## config.mk

```make
export PLATFORM = sky130hd
export DESIGN_NAME = seq_divider
export DESIGN_NICKNAME = d
export VERILOG_FILES = /design/src/rtl/seq_divider.sv
export SDC_FILE = /design/constraint.sdc
export NUM_CORES = 1
export LEC_CHECK = 0
export CORE_MARGIN = 5
export CORE_UTILIZATION = 45
export CTS_CLUSTER_DIAMETER = 30
export DETAILED_ROUTE_END_ITERATION = 7
export PLACE_DENSITY_LB_ADDON = 0.15
export SETUP_SLACK_MARGIN = 0.15
export SLEW_MARGIN = 20
export SYNTH_ARGS = -nofsm -noshare
export SYNTH_HDL_FRONTEND = slang
export SYNTH_SLANG_ARGS = --single-unit
export TNS_END_PERCENT = 5
```

## constraint.sdc

```tcl
create_clock -name clk -period 3.9 [get_ports clk]
set_clock_uncertainty 0.2 [all_clocks]
set_input_delay 0.585 -clock clk [delete_from_list [all_inputs] [get_ports clk]]
set_output_delay 0.585 -clock clk [all_outputs]
set_load 0.05 [all_outputs]
```

## src/rtl/seq_divider.sv

```systemverilog
// Multi-cycle restoring divider: one quotient bit per clock, start/done handshake.
// Optional macro SEQ_DIVIDER_SIGNED_EN selects two's-complement operands with sign fix-up.
module seq_divider #(
    parameter int width = 8
) (
    input  logic             clk,
    input  logic             reset,
    input  logic             start,
    input  logic [width-1:0] dividend,
    input  logic [width-1:0] divisor,
    output logic             busy,
    output logic             done,
    output logic [width-1:0] quotient,
    output logic [width-1:0] remainder,
    output logic             div_by_zero
);

    localparam int cw = $clog2(width + 1);

    typedef enum logic [1:0] {
        IDLE = 2'd0,
        RUN  = 2'd1,
        DONE = 2'd2
    } state_t;

    state_t           state;
    state_t           next_state;
    logic [cw-1:0]    count;
    logic [width-1:0] rem_w;
    logic [width-1:0] quo_w;
    logic [width-1:0] dvs;
    logic [width:0]   rem_sh;
    logic [width-1:0] diff;
    logic             trial_ok;
    logic [width-1:0] rem_nxt;
    logic [width-1:0] quo_nxt;
    logic [width-1:0] a_mag;
    logic [width-1:0] b_mag;
    logic [width-1:0] q_fix;
    logic [width-1:0] r_fix;
    logic             last_iter;
`ifdef SEQ_DIVIDER_SIGNED_EN
    logic             q_neg;
    logic             r_neg;

    function automatic logic [width-1:0] magnitude(input logic [width-1:0] v);
        return v[width-1] ? (~v + width'(1)) : v;
    endfunction
`endif

    assign last_iter = (count == cw'(width - 1));

    // State register
    always_ff @(posedge clk) begin
        if (reset) begin
            state <= IDLE;
        end else begin
            state <= next_state;
        end
    end

    // Next-state decode
    always_comb begin
        next_state = state;
        case (state)
            IDLE: begin
                if (start) begin
                    next_state = (divisor == {width{1'b0}}) ? DONE : RUN;
                end else begin
                    next_state = IDLE;
                end
            end
            RUN: begin
                if (last_iter) begin
                    next_state = DONE;
                end else begin
                    next_state = RUN;
                end
            end
            DONE:    next_state = IDLE;
            default: next_state = IDLE;
        endcase
    end

    // One subtract/restore iteration. The shifted remainder is width+1 bits; its
    // borrow decision uses the full value, while the kept difference always fits
    // in width bits because it is smaller than the divisor.
    always_comb begin
        rem_sh   = {rem_w, quo_w[width-1]};
        trial_ok = (rem_sh >= {1'b0, dvs});
        diff     = rem_sh[width-1:0] - dvs;
        if (trial_ok) begin
            rem_nxt = diff;
            quo_nxt = {quo_w[width-2:0], 1'b1};
        end else begin
            rem_nxt = rem_sh[width-1:0];
            quo_nxt = {quo_w[width-2:0], 1'b0};
        end
    end

    // Operand magnitudes at capture and sign fix-up at result load
    always_comb begin
`ifdef SEQ_DIVIDER_SIGNED_EN
        a_mag = magnitude(dividend);
        b_mag = magnitude(divisor);
        q_fix = q_neg ? (~quo_nxt + width'(1)) : quo_nxt;
        r_fix = r_neg ? (~rem_nxt + width'(1)) : rem_nxt;
`else
        a_mag = dividend;
        b_mag = divisor;
        q_fix = quo_nxt;
        r_fix = rem_nxt;
`endif
    end

    // Datapath, counters and registered outputs
    always_ff @(posedge clk) begin
        if (reset) begin
            busy        <= 1'b0;
            done        <= 1'b0;
            quotient    <= {width{1'b0}};
            remainder   <= {width{1'b0}};
            div_by_zero <= 1'b0;
            count       <= {cw{1'b0}};
            rem_w       <= {width{1'b0}};
            quo_w       <= {width{1'b0}};
            dvs         <= {width{1'b0}};
`ifdef SEQ_DIVIDER_SIGNED_EN
            q_neg       <= 1'b0;
            r_neg       <= 1'b0;
`endif
        end else begin
            busy <= (next_state == RUN);
            done <= (next_state == DONE);
            case (state)
                IDLE: begin
                    if (start && (divisor == {width{1'b0}})) begin
                        quotient    <= {width{1'b1}};
                        remainder   <= dividend;
                        div_by_zero <= 1'b1;
                    end else if (start) begin
                        rem_w <= {width{1'b0}};
                        quo_w <= a_mag;
                        dvs   <= b_mag;
                        count <= {cw{1'b0}};
`ifdef SEQ_DIVIDER_SIGNED_EN
                        q_neg <= dividend[width-1] ^ divisor[width-1];
                        r_neg <= dividend[width-1];
`endif
                    end
                end
                RUN: begin
                    rem_w <= rem_nxt;
                    quo_w <= quo_nxt;
                    count <= count + cw'(1);
                    if (last_iter) begin
                        quotient    <= q_fix;
                        remainder   <= r_fix;
                        div_by_zero <= 1'b0;
                    end
                end
                default: begin
                end
            endcase
        end
    end

endmodule
```

==> reports/metrics.cfg <==
[status]
status=completed

[grt]
antenna_found_initial=0
grt_max_degree=48
grt_usage_pct=15.3
grt-ovfl-total=0
grt_pass1_wl_mm=8.91
grt_pass1_vias=1927

[logic_synthesis]
ys_warn_count=0
synth_top_cell_by_area=dfxtp_1
ys_ff_latch=49
synth.avg_cell_area_um2=8.47
syn_area_um2=2470
async_flop_share_pct=0
ys_top_cells_by_area=dfxtp_1, nor2_1, ha_1
synth_nets=320
netlist_instances=291
synthDistinctLibCells=53
yosysMostFrequentCell=nor2_1
synth_edf_count=0
yosysTopAreaCellShare_pct=39.8
synth_common_cells=nor2_1, dfxtp_1, nand2_1
synth_ff_type=dfxtp_1
ys_seq_area_share_pct=39.8

[cells_and_area]
fillers=542
syn_to_final_growth_pct=19.6
nets=350
fin_util_pct=54.6
drive_gt1_share_pct=9.01
diodes=0

[power_and_ir_drop]
p_per_area_nw_per_um2=435
power_leakage_nw=1.08
finalPower_mw=1.28
peakVddDrop_mv=0.226

[timing]
finalSetupViolCount=0
hold_viol=0
finalSetupTns_ps=0
fin_crit_sh_pct=66.1
rsz0062_at_grt=false
fin_ws_ps=1320
layout_min_cycle_time_ps=2580
finalMaxSlewViolations=0
tightestPinTransition_ps=981
fmax_mhz=388
slew_headroom_pct=34.3

[placement]
portBuffers=37
place_congestion=0.822
pre_cts_ws_ps=1000
hpwl_mm=3.80

[critical_path]
endpoint_kind=flip-flop
r2r_start=rem_w[3]
worst_ep_required_time_ps=3950
rrSetupSlack_ps=1470
worst-setup-path-type=primary input to flip-flop
worstPathMaxFanout=11
startpoint_type=primary input
r2r_cells=7
r2r-end=remainder[6]
arrival_ps=2620

[min_path]
min_from=quo_w[0]
min_path_type=flip-flop to flip-flop
min_path_cells=2
min_to=quo_w[0]

[cts]
post-cts-setup-buffers=0
clk_pin_slew_ps=100
ctsRootBufferMaster=clkbuf_8
hold_buffers=0
clockBufferDepth=2
cts_buffers=5
clock_latency_ps=310
numClockSinks=49
cts_resized=0
h-tree-depth=2
cts_tree=built

[floorplan]
pin_count=38
start_util_pct=45.6
fp.dieH_um=84.0
die_area_um2=7060
dieWidth_um=84.0
std_cell_rows=27
coreArea_um2=5410

[route]
num_vias=2045
ant_nets=0
drcViolationCount=0
wl_mm=5.32
wl_per_cell_um=13.5
viasPerCell=5.19
detail_route.first_pass.iterations=4
drt-initial-drc-count=70

[job]
cap_violations=0

cell usage in the layout, fill, tap and decap left out, types with 4 or more instances in the layout:
master            n
nor2_1           57
a211oi_1         10
buf_4             4
nor3_1            5
clkbuf_8          6
dfxtp_1          49
a311oi_2          4
ha_1              9
nand2_1          30
o21ai_0           5
a31oi_1           6
a21oi_1          20
clkdlybuf4s50_1  37
nor2b_1           4
a311oi_1         12
inv_1            16
metal layers:
layer  wire [um]  vias to the layer above  global-route usage [%]
li1            -                     1083                       -
met1        2570                      921                    19.8
met2        2440                       35                    24.9
met3         247                        6                    3.95
met4          63                        0                    4.53
met5           0                        -                       0
through the flow:
stage	hold slack, ps	cells	area [um^2]
6_report	275	394	2950
2_1_floorplan	246	291	2470
4_1_cts	277	394	2950
5_1_grt	302	394	2950
3_3_place_gp	264	386	2850
3_5_place_dp	262	386	2850
power by group:
group | switching, mW | internal [mW] | total (mW)
logic | 0.251 | 0.158 | 0.409
registers | 0.0221 | 0.529 | 0.551
clock network | 0.178 | 0.146 | 0.324
worst max-delay path, cell delays in order:
cell             delay (ps)
clkdlybuf4s50_1         460
nor4_4                  330
nand2_2                 130
a31oi_1                 760
o21ai_0                 210
a21oi_1                 150
kinds of logic after synthesis:
logic type / Yosys count / share of synthesized area [%]
simple gates: 114 / 21.7
compound gates: 79 / 24.6
flops: 49 / 39.8
buf+inv: 34 / 6.70
fa+ha+maj: 10 / 5.38
xor+xnor: 3 / 1.07
mux: 2 / 0.812
flip-flops by register name, summed over array words and instances (netlist names):
register / cells
state: 2
div_by_zero: 1
done: 1
busy: 1
remainder: 8
count: 4
rem_w: 8
quotient: 8
dvs: 8
quo_w: 8
worst max path at each step:
stage | cells after the start | start | endpoint
4_1_cts | 6 | divisor[4] | count[2]
6_report | 6 | divisor[4] | count[2]
2_1_floorplan | 9 | quo_w[7] | remainder[6]
3_5_place_dp | 6 | divisor[4] | count[2]
5_1_grt | 6 | divisor[4] | rem_w[4]
3_3_place_gp | 6 | divisor[4] | count[2]
area by class of cell:
| type | count | area [um^2] | share of cell area, % |
|---|---|---|---|
| repair buffers | 41 | 400 | 13.6 |
| flip-flops and latches | 49 | 981 | 33.2 |
| well taps | 72 | 90.1 | 3.05 |
| clock buffers | 6 | 82.6 | 2.80 |
| inverters | 16 | 60.1 | 2.04 |
| multi-input cells | 208 | 1320 | 44.7 |
| clock inverters | 2 | 16.3 | 0.551 |
(Power assumes the default switching activity.)
